### config.mk
export PLATFORM = sky130hd
export DESIGN_NAME = button_debouncer_flat
export DESIGN_NICKNAME = d
export VERILOG_FILES = /design/src/rtl/debounce_pkg.sv /design/src/rtl/button_debouncer_if.sv /design/src/rtl/debounce_channel.sv /design/src/rtl/button_debouncer.sv /design/src/flat_wrapper.sv
export SDC_FILE = /design/constraint.sdc
export NUM_CORES = 1
export LEC_CHECK = 0
export CAP_MARGIN = 0
export CORE_AREA = 5 5 134 136
export CTS_BUF_LIST = sky130_fd_sc_hd__clkbuf_2
export CTS_CLUSTER_DIAMETER = 50
export DETAILED_ROUTE_END_ITERATION = 7
export DIE_AREA = 0 0 139 141
export HOLD_SLACK_MARGIN = 0.15
export PLACE_DENSITY = 0.62
export SLEW_MARGIN = 20
export SYNTH_ARGS = -nofsm -noshare
export SYNTH_HDL_FRONTEND = slang
export SYNTH_HIERARCHICAL = 1
export SYNTH_SLANG_ARGS = --single-unit
### constraint.sdc
create_clock -name clk -period 2.9 [get_ports clk]
set_input_delay 0.435 -clock clk [delete_from_list [all_inputs] [get_ports clk]]
set_output_delay 0.435 -clock clk [all_outputs]
set_load 0.01 [all_outputs]
### src/rtl/debounce_pkg.sv
`default_nettype none
// ============================================================================
// debounce_pkg -- per-channel state encoding and 100 MHz default timing
// Rev 1.0
// ============================================================================
package debounce_pkg;

  typedef enum logic [1:0] {
    DB_LOW      = 2'd0,
    DB_CHK_HIGH = 2'd1,
    DB_HIGH     = 2'd2,
    DB_CHK_LOW  = 2'd3
  } db_state_t;

  localparam int DB_SYNC_STAGES  = 2;
  localparam int DB_STABLE_10MS  = 1_000_000;
  localparam int DB_REPEAT_250MS = 25_000_000;

endpackage
`default_nettype wire

### src/rtl/button_debouncer_if.sv
`default_nettype none
// ============================================================================
// button_debouncer_if -- raw/debounced button bundle; btn_rep with DEBOUNCE_REPEAT_EN
// Rev 1.0
// ============================================================================
interface button_debouncer_if #(
  parameter int NUM_BTN = 5
);

  logic [NUM_BTN-1:0] btn_raw;
  logic [NUM_BTN-1:0] btn_db;
  logic [NUM_BTN-1:0] btn_chg;
`ifdef DEBOUNCE_REPEAT_EN
  logic [NUM_BTN-1:0] btn_rep;
`endif

  modport master (
    output btn_raw,
    input  btn_db,
    input  btn_chg
`ifdef DEBOUNCE_REPEAT_EN
    , input btn_rep
`endif
  );

  modport slave (
    input  btn_raw,
    output btn_db,
    output btn_chg
`ifdef DEBOUNCE_REPEAT_EN
    , output btn_rep
`endif
  );

endinterface
`default_nettype wire

### src/rtl/debounce_channel.sv
`default_nettype none
// ============================================================================
// debounce_channel -- one-bit synchroniser, qualification FSM, optional auto-repeat
// Rev 1.0 -- auto-repeat built only with DEBOUNCE_REPEAT_EN
// ============================================================================
module debounce_channel
  import debounce_pkg::*;
#(
  parameter int SYNC_STAGES   = DB_SYNC_STAGES,
  parameter int STABLE_CYCLES = DB_STABLE_10MS
`ifdef DEBOUNCE_REPEAT_EN
  , parameter int REPEAT_CYCLES = DB_REPEAT_250MS
`endif
) (
  input  wire logic clk,
  input  wire logic rst_n,
  input  wire logic i_raw,
  output logic      o_db,
  output logic      o_chg
`ifdef DEBOUNCE_REPEAT_EN
  , output logic    o_rep
`endif
);

  localparam int              CNT_W      = $clog2(STABLE_CYCLES);
  localparam logic [CNT_W-1:0] c_CNT_ONE  = CNT_W'(1);
  localparam logic [CNT_W-1:0] c_CNT_LAST = CNT_W'(STABLE_CYCLES - 1);

  logic [SYNC_STAGES-1:0] r_sync;
  logic                   w_s;
  db_state_t              r_state;
  logic [CNT_W-1:0]       r_cnt;
  logic [CNT_W-1:0]       w_cnt_inc;
  logic                   r_db;
  logic                   r_chg;

  always_ff @(posedge clk or negedge rst_n) begin
    if (!rst_n) begin
      r_sync <= '0;
    end else begin
      r_sync <= {r_sync[SYNC_STAGES-2:0], i_raw};
    end
  end

  assign w_s       = r_sync[SYNC_STAGES-1];
  assign w_cnt_inc = (r_cnt == '1) ? r_cnt : r_cnt + 1'b1;

  // Any sample that disagrees with the candidate level drops back to the stable state.
  always_ff @(posedge clk or negedge rst_n) begin
    if (!rst_n) begin
      r_state <= DB_LOW;
      r_cnt   <= '0;
      r_db    <= 1'b0;
      r_chg   <= 1'b0;
    end else begin
      r_chg <= 1'b0;
      case (r_state)
        DB_LOW: begin
          if (w_s) begin
            r_state <= DB_CHK_HIGH;
            r_cnt   <= c_CNT_ONE;
          end
        end
        DB_CHK_HIGH: begin
          if (!w_s) begin
            r_state <= DB_LOW;
            r_cnt   <= '0;
          end else if (r_cnt == c_CNT_LAST) begin
            r_state <= DB_HIGH;
            r_cnt   <= '0;
            r_db    <= 1'b1;
            r_chg   <= 1'b1;
          end else begin
            r_cnt <= w_cnt_inc;
          end
        end
        DB_HIGH: begin
          if (!w_s) begin
            r_state <= DB_CHK_LOW;
            r_cnt   <= c_CNT_ONE;
          end
        end
        DB_CHK_LOW: begin
          if (w_s) begin
            r_state <= DB_HIGH;
            r_cnt   <= '0;
          end else if (r_cnt == c_CNT_LAST) begin
            r_state <= DB_LOW;
            r_cnt   <= '0;
            r_db    <= 1'b0;
            r_chg   <= 1'b1;
          end else begin
            r_cnt <= w_cnt_inc;
          end
        end
        default: begin
          r_state <= DB_LOW;
          r_cnt   <= '0;
          r_db    <= 1'b0;
        end
      endcase
    end
  end

  assign o_db  = r_db;
  assign o_chg = r_chg;

`ifdef DEBOUNCE_REPEAT_EN
  localparam int               REP_W      = $clog2(REPEAT_CYCLES);
  localparam logic [REP_W-1:0] c_REP_LAST = REP_W'(REPEAT_CYCLES - 1);

  logic [REP_W-1:0] r_rep_cnt;
  logic             r_rep;
  logic             w_held;
  logic             w_fall_accept;

  assign w_held        = (r_state == DB_HIGH) || (r_state == DB_CHK_LOW);
  assign w_fall_accept = (r_state == DB_CHK_LOW) && !w_s && (r_cnt == c_CNT_LAST);

  // Counter is zero on the accept edge into HIGH, so the first strobe lands REPEAT_CYCLES later.
  always_ff @(posedge clk or negedge rst_n) begin
    if (!rst_n) begin
      r_rep_cnt <= '0;
      r_rep     <= 1'b0;
    end else if (!w_held || w_fall_accept) begin
      r_rep_cnt <= '0;
      r_rep     <= 1'b0;
    end else if (r_rep_cnt == c_REP_LAST) begin
      r_rep_cnt <= '0;
      r_rep     <= 1'b1;
    end else begin
      r_rep_cnt <= r_rep_cnt + 1'b1;
      r_rep     <= 1'b0;
    end
  end

  assign o_rep = r_rep;
`endif

endmodule
`default_nettype wire

### src/rtl/button_debouncer.sv
`default_nettype none
// ============================================================================
// button_debouncer -- NUM_BTN independent debounce channels; DEBOUNCE_REPEAT_EN adds btn_rep
// Rev 1.0
// ============================================================================
module button_debouncer
  import debounce_pkg::*;
#(
  parameter int NUM_BTN       = 5,
  parameter int SYNC_STAGES   = DB_SYNC_STAGES,
  parameter int STABLE_CYCLES = DB_STABLE_10MS
`ifdef DEBOUNCE_REPEAT_EN
  , parameter int REPEAT_CYCLES = DB_REPEAT_250MS
`endif
) (
  input wire logic          clk,
  input wire logic          rst_n,
  button_debouncer_if.slave bus
);

  for (genvar i = 0; i < NUM_BTN; i++) begin : g_chan
    debounce_channel #(
      .SYNC_STAGES   (SYNC_STAGES),
      .STABLE_CYCLES (STABLE_CYCLES)
`ifdef DEBOUNCE_REPEAT_EN
      , .REPEAT_CYCLES (REPEAT_CYCLES)
`endif
    ) u_chan (
      .clk   (clk),
      .rst_n (rst_n),
      .i_raw (bus.btn_raw[i]),
      .o_db  (bus.btn_db[i]),
      .o_chg (bus.btn_chg[i])
`ifdef DEBOUNCE_REPEAT_EN
      , .o_rep (bus.btn_rep[i])
`endif
    );
  end

endmodule
`default_nettype wire

### src/flat_wrapper.sv
// flat-port wrapper written by rule: the top's interface ports become plain ports
module button_debouncer_flat import debounce_pkg::*;
#(
  parameter int NUM_BTN       = 5,
  parameter int SYNC_STAGES   = DB_SYNC_STAGES,
  parameter int STABLE_CYCLES = DB_STABLE_10MS

)
  (clk, rst_n, bus_btn_raw, bus_btn_db, bus_btn_chg);
  button_debouncer_if #(.NUM_BTN(NUM_BTN)) bus_i ();
  input wire logic clk;
  input wire logic rst_n;
  input wire logic [$bits(bus_i.btn_raw)-1:0] bus_btn_raw;
  output wire logic [$bits(bus_i.btn_db)-1:0] bus_btn_db;
  output wire logic [$bits(bus_i.btn_chg)-1:0] bus_btn_chg;
  assign bus_i.btn_raw = bus_btn_raw;
  assign bus_btn_db = bus_i.btn_db;
  assign bus_btn_chg = bus_i.btn_chg;
  button_debouncer #(.NUM_BTN(NUM_BTN), .SYNC_STAGES(SYNC_STAGES), .STABLE_CYCLES(STABLE_CYCLES)) u_core (.clk(clk), .rst_n(rst_n), .bus(bus_i));
endmodule
; Yosys cells after proc, flatten, opt, wreduce, memory -nomap -nowiden
; Cells that the tools add are included.
[word_totals]
reg_bits = 130
inputBits = 7
output_inout_bits = 10
word_cells = 235
[op_classes]
n_addsub = 5
eq_ne = 65
muxes = 115
reduce_logical = 25
[ops]
columns = op, count
row1 = 20-bit two-way mux, 30
row2 = 20-bit one-hot mux with 4 select lines, 5
row3 = "20-bit equality test, second input constant", 10
row4 = "20-bit by 1-bit adder with 20-bit output, second input constant", 5
row5 = 2-bit two-way mux, 30
row6 = "2-bit inequality test, second input constant", 30
row7 = 2-bit one-hot mux with 4 select lines, 5
row8 = 1-bit two-way mux, 35
row9 = "3-bit inequality test, second input constant", 10
row10 = 5-bit AND reduction, 5
row11 = "2-bit equality test, second input constant", 10
row12 = 1-bit one-hot mux with 2 select lines, 10
row13 = 4-bit AND reduction, 5
row14 = "2-bit by 1-bit equality test with 1-bit output, second input constant", 5
row15 = 2-bit zero test, 5
row16 = 2-bit AND reduction, 5
row17 = 2-bit nonzero test, 5

; Depth between registers and ports, before layout
; Gate-level depths: netlist (run 1).
[logic_depth]
depth_word = 5
ltp_mapped = 8
mapped_depth_nobuf = 6

; Hierarchy
; Netlist (run 1), hierarchy kept.
[modules_own_cells]
columns = module, n_inst, cells_each, area_per_inst_um2, seq_area_each_um2
row1 = debounce_channel at u_core.g_chan[0].u_chan ..., 4, 157, 1465.2, 650.6
row2 = debounce_channel at u_core.g_chan[4].u_chan, 1, 167, 1483.9, 650.6

; Worst setup path before layout (run 1)
; OpenSTA, ideal clock, no wires.
[synth_path]
kind = register to register
start = reg u_core.g_chan[0].u_chan.r_cnt[0]
end = reg u_core.g_chan[0].u_chan.r_cnt[3]
setup_time_ns = 0.069
arrival_ns = 2.004
required_ns = 2.831
setup_slack_ns = 0.827
path_stages_with_launch = 8
path_buffers = 1
period_less_slack_ns = 2.073
cell_sequence = dfrtp_1 -> ha_1 -> and3_1 -> and3_1 -> clkbuf_1 -> a31o_2 -> or4_1 -> nand3_1
[synth_via]
elab_chain_cells = 5
word_cells_on_any_way = 8
classes_between = 1 x add/sub / 2 x eq/ne / 5 x mux
[synth_rtl]
columns = item, line_no
row1 = start: declaration, debounce_channel.sv:32  ; logic [CNT_W-1:0] r_cnt;
row2 = start signal: assignment, debounce_channel.sv:61  ; r_cnt <= c_CNT_ONE;
row3 = start signal: assignment, debounce_channel.sv:74  ; r_cnt <= w_cnt_inc;
row4 = start signal: assignment, debounce_channel.sv:80  ; r_cnt <= c_CNT_ONE;
row5 = 20-bit by 1-bit adder with 20-bit output or 20-bit equality test (tied branches), debounce_channel.sv:46  ; assign w_cnt_inc = (r_cnt == '1) ? r_cnt : r_cnt + 1'b1;
row6 = 20-bit two-way mux, debounce_channel.sv:46
row7 = 20-bit two-way mux *, "debounce_channel.sv:68, debounce_channel.sv:87"
row8 = 20-bit two-way mux (on tied branches), "debounce_channel.sv:84, debounce_channel.sv:65"
row9 = 20-bit one-hot mux with 4 select lines *, debounce_channel.sv:57  ; case (r_state)
; Every way passes the cells marked *; elsewhere a longest branch is shown, timed or not.
; A chain may end at the register's enable or synchronous reset.

; Worst setup path in the final report (run 1)
[layout_path]
start = reg u_core.g_chan[1].u_chan.r_cnt[0]
end = reg u_core.g_chan[1].u_chan.r_cnt[15]
[layout_via]
elab_chain_cells = 5
word_cells_on_any_way = 8
classes_between = 1 x add/sub / 2 x eq/ne / 5 x mux
[layout_rtl]
columns = item, line_no
row1 = start: declaration, debounce_channel.sv:32
row2 = start signal: assignment, debounce_channel.sv:61
row3 = start signal: assignment, debounce_channel.sv:74
row4 = start signal: assignment, debounce_channel.sv:80
row5 = 20-bit by 1-bit adder with 20-bit output or 20-bit equality test (tied branches), debounce_channel.sv:46
row6 = 20-bit two-way mux, debounce_channel.sv:46
row7 = 20-bit two-way mux *, "debounce_channel.sv:68, debounce_channel.sv:87"
row8 = 20-bit two-way mux (on tied branches), "debounce_channel.sv:84, debounce_channel.sv:65"
row9 = 20-bit one-hot mux with 4 select lines *, debounce_channel.sv:57
; Marked as above.

==> flow_metrics.env, run 1 <==
export IMPL_outcome="completed"
export IMPL_combPwrFrac_pct=26.8
export IMPL_clk_path_buf_depth=2
export IMPL_worst_setup_path_type="register to register"
export IMPL_fin_skew_ns=0.0292
export IMPL_syn_cell_area_um2=7340
export IMPL_leakage_nw=3.08
export IMPL_worst_slack_ns=0.553
export IMPL_pin_count=17
export IMPL_finalNetCount=812
export IMPL_cp_end_kind="register"
export IMPL_dieArea_um2=19600
export IMPL_worst_slew_margin_rel_pct=42.6
export IMPL_holdCritPathClass="input pin to asynchronous set/reset pin"
export IMPL_core_area_um2=16800
export IMPL_crit_path_top_delay_cell="sky130_fd_sc_hd__a31oi_2"
export IMPL_setup_repair_after_global_routing_missed_its_margin="false"
export IMPL_final_max_slew_violation_count=0
export IMPL_share_clk_of_total_power_pct=22.5
export IMPL_fin_area_um2=7920
export IMPL_post_cts_resize_count=0
export IMPL_first_global_vias=6150
export IMPL_reg2reg_end="u_core/g_chan[1].u_chan/r_cnt[15]"
export IMPL_grt_use_total_pct=17.6
export IMPL_routed_via_density=6.34
export IMPL_pwr_density_cell_nw_per_um2=532
export IMPL_netlist_instances=795
export IMPL_worst_setup_path_startpoint="u_core/g_chan[1].u_chan/r_cnt[0]"
export IMPL_setup_violations=0
export IMPL_cts_sink_count=130
export IMPL_syn_to_final_growth_pct=7.84
export IMPL_clk_transition_reported_paths_ns=0.18
export IMPL_timing_reg2reg_setup_slack_ns=0.55
export IMPL_grt_antenna_before_repair=1
export IMPL_timing_final_crit_share_pct=80.9
export IMPL_clock_tree_root_cell="sky130_fd_sc_hd__clkbuf_2"
export IMPL_drc_errors=0
export IMPL_layout_cell_share_with_drive_strength_beyond_1_pct=10.5
export IMPL_crit_path_end="u_core/g_chan[1].u_chan/r_cnt[15]"
export IMPL_fraction_of_registers_with_async_set_or_reset_after_synthesis_pct=100
export IMPL_worstMarginPinSlew_ns=0.858
export IMPL_synthesis_nets=807
export IMPL_post_cts_setup_buffers=0
export IMPL_placedInstanceArea_um2=7670
export IMPL_fmax_mhz=426
export IMPL_firstDrtPassIters=5
export IMPL_p_sw_share_pct=37.5
export IMPL_yosys_most_used_dff="sky130_fd_sc_hd__dfrtp_1"
export IMPL_post_dp_hpwl_um=11300
export IMPL_finalHoldViolations=0
export IMPL_gpl_final_weighted_congestion=0.861
export IMPL_crit_path_cell_trace="ha_1 -> and3_1 -> and3_1 -> a31oi_2 -> buf_4 -> o21ai_0 -> a31oi_1"
export IMPL_count_of_antenna_violating_nets_left_after_detailed_routing=0
export IMPL_numCtsBuffers=17
export IMPL_cp_dominant_cell_by_count="sky130_fd_sc_hd__and3_1"
export IMPL_tritoncts="done"
export IMPL_power_internal_mw=2.63
export IMPL_synth_distinct_cells=55
export IMPL_power_switching_mw=1.58
export IMPL_synth_edf_count=0
export IMPL_synth_seq_area_share_pct=44.3
export IMPL_routed_wirelength_um=17000
export IMPL_critical_path_reg2reg_startpoint="u_core/g_chan[1].u_chan/r_cnt[0]"
export IMPL_initial_drc_count=528
export IMPL_globalRoute_totalOverflow=0
export IMPL_route_detailed_wl_per_inst_um=16.4
export IMPL_postLayoutCoreUtil_pct=47.1
export IMPL_start_util_pct=43.7
export IMPL_seq_power_share_pct=50.8
export IMPL_critical_path_max_stage_delay_ns=0.50
export IMPL_synth_area_per_cell_um2=9.24
export IMPL_cts_htree_levels=4
export IMPL_grt_max_degree=82
export IMPL_worstSetupStartpointType="register"
export IMPL_die_w_um=139
export IMPL_crit_arrival_ns=2.95
export IMPL_dpl_worst_slack_ns=0.590
export IMPL_rows=48
export IMPL_io_buffer_count=16
export IMPL_yosys_warnings=6
export IMPL_grt_first_pass_wirelength_um=29500
export IMPL_required_ns=3.50
export IMPL_final_min_clock_period_ns=2.35
export IMPL_critPathMaxFanout=11
export IMPL_synth_seq_cells=130
export IMPL_maximum_vdd_drop_mv=0.353
export IMPL_worst_r2r_path_depth=7
export IMPL_num_vias=6583
export IMPL_clock_insertion_delay_at_the_later_pin_of_the_skew_report_ns=0.69
export IMPL_timing_max_cap_violations=0
export IMPL_final_setup_tns_ns=0
export IMPL_die_h_um=141
state kept, by name (all words and copies together), names as in the netlist, named ones only:
register and cells:
u_core/g_chan.u_chan/o_chg 5, u_core/g_chan.u_chan/o_db 5, u_core/g_chan.u_chan/r_state 5, u_core/g_chan.u_chan/r_sync 10, u_core/g_chan.u_chan/r_cnt 100
cells in the mapped netlist, types with 22 or more instances:
master	instances	area (um^2)
sky130_fd_sc_hd__a21o_1	22	165
sky130_fd_sc_hd__a21oi_1	54	270
sky130_fd_sc_hd__a31oi_1	79	494
sky130_fd_sc_hd__clkbuf_1	22	82.6
sky130_fd_sc_hd__dfrtp_1	130	3250
sky130_fd_sc_hd__nand2_1	58	218
sky130_fd_sc_hd__nand3_1	48	240
sky130_fd_sc_hd__nand4_1	28	175
sky130_fd_sc_hd__nor2_1	36	135
sky130_fd_sc_hd__o21ai_0	54	270
logic make-up (layout without fill, tap and decap cells):
| family | after synthesis | count (layout) | share of synthesized area (%) |
|---|---|---|---|
| and+or+nand+nor | 287 | 287 | 22.7 |
| AOI/OAI and AO/OA | 301 | 301 | 27.2 |
| adders and majority gates | 5 | 5 | 0.852 |
| other | 0 | 1 | 0 |
| buffers and inverters | 61 | 79 | 3.51 |
| muxes | 6 | 6 | 0.886 |
| DFF | 130 | 130 | 44.3 |
| xor gates and xnor gates | 5 | 5 | 0.596 |
power by group through the flow:
stage / sequential (mW) / clock, mW / combinational [mW]
2_1_floorplan: 2.11 / 0 / 0.886
3_3_place_gp: 2.15 / 0 / 1.08
3_5_place_dp: 2.17 / 0 / 1.12
4_1_cts: 2.13 / 1.00 / 1.12
5_1_grt: 2.17 / 1.09 / 1.26
6_report: 2.14 / 0.947 / 1.13
how the worst min path moves through the flow:
stage / depth (start not counted) / slack, ns / endpoint
floorplan: 0 / 0.14 / asynchronous set/reset pin
global placement: 0 / 0.33 / u_core/g_chan[4].u_chan/r_sync[1]
detailed placement: 0 / 0.33 / u_core/g_chan[1].u_chan/r_sync[1]
CTS: 2 / 0.31 / u_core/g_chan[0].u_chan/r_cnt[1]
global route: 2 / 0.34 / u_core/g_chan[2].u_chan/r_cnt[0]
finish: 2 / 0.35 / u_core/g_chan[1].u_chan/r_cnt[13]
worst max-delay path, delay by kind of cell (launching register included):
kind / cells / cell delay, ns
adders and majority gates: 1 / 0.27
buffers and inverters: 1 / 0.26
AOI/OAI and AO/OA: 3 / 0.78
DFF: 1 / 0.47
and+or+nand+nor: 2 / 0.50
per-stage QoR:
stage / power [mW] / hold slack [ns] / instances
floorplan: 3.00 / 0.139 / 795
global placement: 3.23 / 0.332 / 1000
detailed placement: 3.28 / 0.335 / 1000
CTS: 4.26 / 0.314 / 1038
global route: 4.52 / 0.338 / 1039
finish: 4.21 / 0.353 / 1039
cell type report:
type | instances | area (um^2)
inverter | 17 | 63.8
tap | 225 | 282
antenna | 1 | 2.50
clock buffer | 17 | 85.1
multi-input combinational | 604 | 3840
timing repair buffer | 30 | 294
clock inverter | 15 | 100
fill | 1623 | 8900
sequential | 130 | 3250
layout by cell type, fill, tap and decap left out, drive strengths merged, types with 4 or more instances in the layout:
cell / Yosys / layout
dlygate4sd3: 0 / 6
xor2: 5 / 5
buf: 22 / 9
a2bb2oi: 4 / 4
ha: 5 / 5
nor4: 6 / 6
or4b: 6 / 6
nand3: 48 / 48
mux2: 4 / 4
clkbuf: 22 / 17
nor3: 28 / 28
o41ai: 8 / 8
or2: 6 / 6
a21o: 22 / 22
clkinv: 0 / 13
nand4: 32 / 32
o211ai: 6 / 6
a41oi: 13 / 13
dfrtp: 130 / 130
inv: 17 / 17
clkdlybuf4s50: 0 / 15
or4: 13 / 13
a31o: 15 / 15
o221ai: 4 / 4
o22a: 4 / 4
a32o: 5 / 5
nor2: 36 / 36
a22o: 8 / 8
o21ai: 60 / 60
o31a: 5 / 5
and4: 12 / 12
nand2: 58 / 58
and3: 20 / 20
a21oi: 54 / 54
or3: 15 / 15
nand2b: 4 / 4
a31oi: 83 / 83
a221o: 4 / 4
layer usage:
| layer | track usage (%) | share of wire (%) | vias up | wire length [um] |
|---|---|---|---|---|
| met5 | 0 | 0 | - | 0 |
| met2 | 28.4 | 47 | 182 | 7970 |
| li1 | - | - | 3151 | - |
| met3 | 3.90 | 4.4 | 19 | 744 |
| met4 | 4.99 | 1.1 | 0 | 184 |
| met1 | 24.2 | 48 | 3231 | 8130 |
what timing repair did:
action | 4_1_cts | 5_1_grt
setup endpoints to repair | 0 | 0
hold endpoints to repair | 84 | 0
hold buffers | 6 | 0
No activity file was read; power rests on OpenSTA's default activity.
==> run 2: changes to the inputs <==
- clock period: 2.9 -> 2.25 ns (I/O delays scaled with it)
==> flow_metrics.env, run 2 (same netlist as run 1, synthesis figures left out) <==
export IMPL_clk_path_buf_depth=2
export IMPL_clock_tree_root_cell="sky130_fd_sc_hd__clkbuf_2"
export IMPL_fill_cells=1591
export IMPL_layout_cell_share_with_drive_strength_beyond_1_pct=15.1
export IMPL_top_cell_family_by_delay_on_the_critical_path="simple AND/OR/NAND/NOR gates"
export IMPL_grt_antenna_before_repair=1
export IMPL_crit_arrival_ns=2.76
export IMPL_route_detailed_wl_per_inst_um=16.2
export IMPL_worst_slew_margin_rel_pct=54.1
export IMPL_crit_path_top_delay_cell="sky130_fd_sc_hd__or4b_1"
export IMPL_grt_max_degree=52
export IMPL_worstMarginPinSlew_ns=0.683
export IMPL_grt_use_total_pct=18.1
export IMPL_fin_skew_ns=0.0241
export IMPL_worstSetupStartpointType="register"
export IMPL_routed_wirelength_um=17600
export IMPL_tritoncts="done"
export IMPL_fmax_mhz=460
export IMPL_maximum_vdd_drop_mv=0.376
export IMPL_worst_setup_path_type="register to register"
export IMPL_setup_violations=0
export IMPL_syn_to_final_growth_pct=14.5
export IMPL_final_cell_count_no_fill=1085
export IMPL_largest_register_ff_count=100
export IMPL_finalNetCount=858
export IMPL_final_setup_tns_ns=0
export IMPL_max_flop_register="u_core/g_chan.u_chan/r_cnt"
export IMPL_dieArea_um2=19600
export IMPL_timing_critical_path_buf_inv=1
export IMPL_critical_path_max_stage_delay_ns=0.61
export IMPL_die_w_um=139
export IMPL_reg_top3="u_core/g_chan.u_chan/r_cnt (100), u_core/g_chan.u_chan/r_sync (10)"
export IMPL_core_area_um2=16800
export IMPL_clock_insertion_delay_at_the_later_pin_of_the_skew_report_ns=0.70
export IMPL_initial_drc_count=612
export IMPL_io_buffer_count=16
export IMPL_count_of_antenna_violating_nets_left_after_detailed_routing=0
export IMPL_dpl_cell_count=1042
export IMPL_final_min_clock_period_ns=2.17
export IMPL_dpl_worst_slack_ns=0.0801
export IMPL_die_h_um=141
export IMPL_globalRoute_totalOverflow=0
export IMPL_smallest_hold_slack_ns=0.377
export IMPL_required_ns=2.84
export IMPL_finalHoldViolations=0
export IMPL_drc_errors=0
export IMPL_post_dp_hpwl_um=11800
export IMPL_crit_path_cell_trace="or4b_1 -> nor3_4 -> a31oi_4 -> buf_4 -> o221ai_1 -> o21ai_0"
export IMPL_critPathMaxFanout=8
export IMPL_first_global_vias=6300
export IMPL_outcome="completed"
export IMPL_clk_transition_reported_paths_ns=0.18
export IMPL_cts_sink_count=130
export IMPL_pin_count=17
export IMPL_leakage_nw=3.35
export IMPL_postLayoutCoreUtil_pct=50.0
export IMPL_cts_htree_levels=4
export IMPL_setup_repair_after_global_routing_missed_its_margin="true"
export IMPL_worst_slack_ns=0.0771
export IMPL_holdCritPathClass="register to register"
export IMPL_pwr_density_cell_nw_per_um2=667
export IMPL_grt_first_pass_wirelength_um=30200
export IMPL_cp_end_kind="register"
export IMPL_routed_via_density=6.28
export IMPL_timing_final_crit_share_pct=96.6
export IMPL_timing_max_cap_violations=0
export IMPL_firstDrtPassIters=5
export IMPL_layout_common_cells="130 x sky130_fd_sc_hd__dfrtp_1, 78 x sky130_fd_sc_hd__a31oi_1, 58 x sky130_fd_sc_hd__nand2_1, 54 x sky130_fd_sc_hd__o21ai_0, 54 x sky130_fd_sc_hd__a21oi_1"
export IMPL_numCtsBuffers=17
export IMPL_final_max_slew_violation_count=0
export IMPL_num_vias=6809
export IMPL_layout_cells_most_common="sky130_fd_sc_hd__dfrtp_1"
export IMPL_start_util_pct=43.7
export IMPL_rows=48
export IMPL_gpl_final_weighted_congestion=0.846
run 2: cell count changes in the layout (fill, tap and decap cells not counted), moves of 3 or more:
| cell | previous run | this run |
|---|---|---|
| sky130_fd_sc_hd__buf_4 | 7 | 48 |
| sky130_fd_sc_hd__buf_12 | 1 | 5 |
| sky130_fd_sc_hd__a31o_4 | 0 | 3 |
| sky130_fd_sc_hd__a31o_2 | 12 | 9 |
| sky130_fd_sc_hd__clkinv_2 | 7 | 3 |
| sky130_fd_sc_hd__nor3_4 | 0 | 5 |
| sky130_fd_sc_hd__nor3_2 | 8 | 3 |
run 2: path summary, 6_finish.rpt:
path | slack, ns | cells past startpoint | endpoint | startpoint
max | 0.08 | 6 | u_core/g_chan[0].u_chan/r_cnt[2] | u_core/g_chan[0].u_chan/r_cnt[15]
min | 0.38 | 0 | u_core/g_chan[1].u_chan/r_sync[1] | u_core/g_chan[1].u_chan/r_sync[0]
max reg2reg | 0.08 | 6 | u_core/g_chan[0].u_chan/r_cnt[2] | u_core/g_chan[0].u_chan/r_cnt[15]
min reg2reg | 0.38 | 0 | u_core/g_chan[1].u_chan/r_sync[1] | u_core/g_chan[1].u_chan/r_sync[0]
max in group asynchronous | 1.19 | 4 | u_core/g_chan[1].u_chan/r_cnt[1] | rst_n
min in group asynchronous | 0.70 | 4 | u_core/g_chan[4].u_chan/r_cnt[15] | rst_n
run 2: stage by stage:
| step | total power [mW] | cell area [um^2] |
|---|---|---|
| 6_report | 5.61 | 8410 |
| 5_1_grt | 5.98 | 8410 |
| 4_1_cts | 5.63 | 8310 |
| 3_5_place_dp | 4.34 | 8030 |
| 3_3_place_gp | 4.28 | 8030 |
| 2_1_floorplan | 3.86 | 7340 |
run 2: area by class of cell:
| class | count | area [um^2] | area share [%] |
|---|---|---|---|
| multi-input cells | 604 | 3920 | 46.7 |
| flip-flops and latches | 130 | 3250 | 38.7 |
| repair buffers | 76 | 692 | 8.23 |
| well taps | 225 | 282 | 3.35 |
| clock buffers | 19 | 95.1 | 1.13 |
| clock inverters | 13 | 95.1 | 1.13 |
| inverters | 17 | 63.8 | 0.759 |
| diodes | 1 | 2.50 | 0.0298 |
run 2: what timing repair did:
action / in CTS / in global routing
hold endpoints to repair: 135 / 0
resized for setup: 0 / 11
hold buffers: 8 / 0
setup buffers: 0 / 2
endpoints found under the setup margin: 0 / 26
run 2: power by group:
| part | total [mW] | internal [mW] | switching, mW |
|---|---|---|---|
| clock network | 1.23 | 0.382 | 0.852 |
| logic | 1.63 | 0.653 | 0.979 |
| registers | 2.74 | 2.51 | 0.236 |
| total | 5.61 | 3.54 | 2.07 |
run 2: layer usage:
layer | global-route usage, % | wire (um) | vias up
li1 | - | - | 3241
met1 | 24.7 | 8190 | 3375
met2 | 29.2 | 8470 | 173
met3 | 3.39 | 713 | 20
met4 | 5.92 | 225 | 0
met5 | 0 | 0 | -
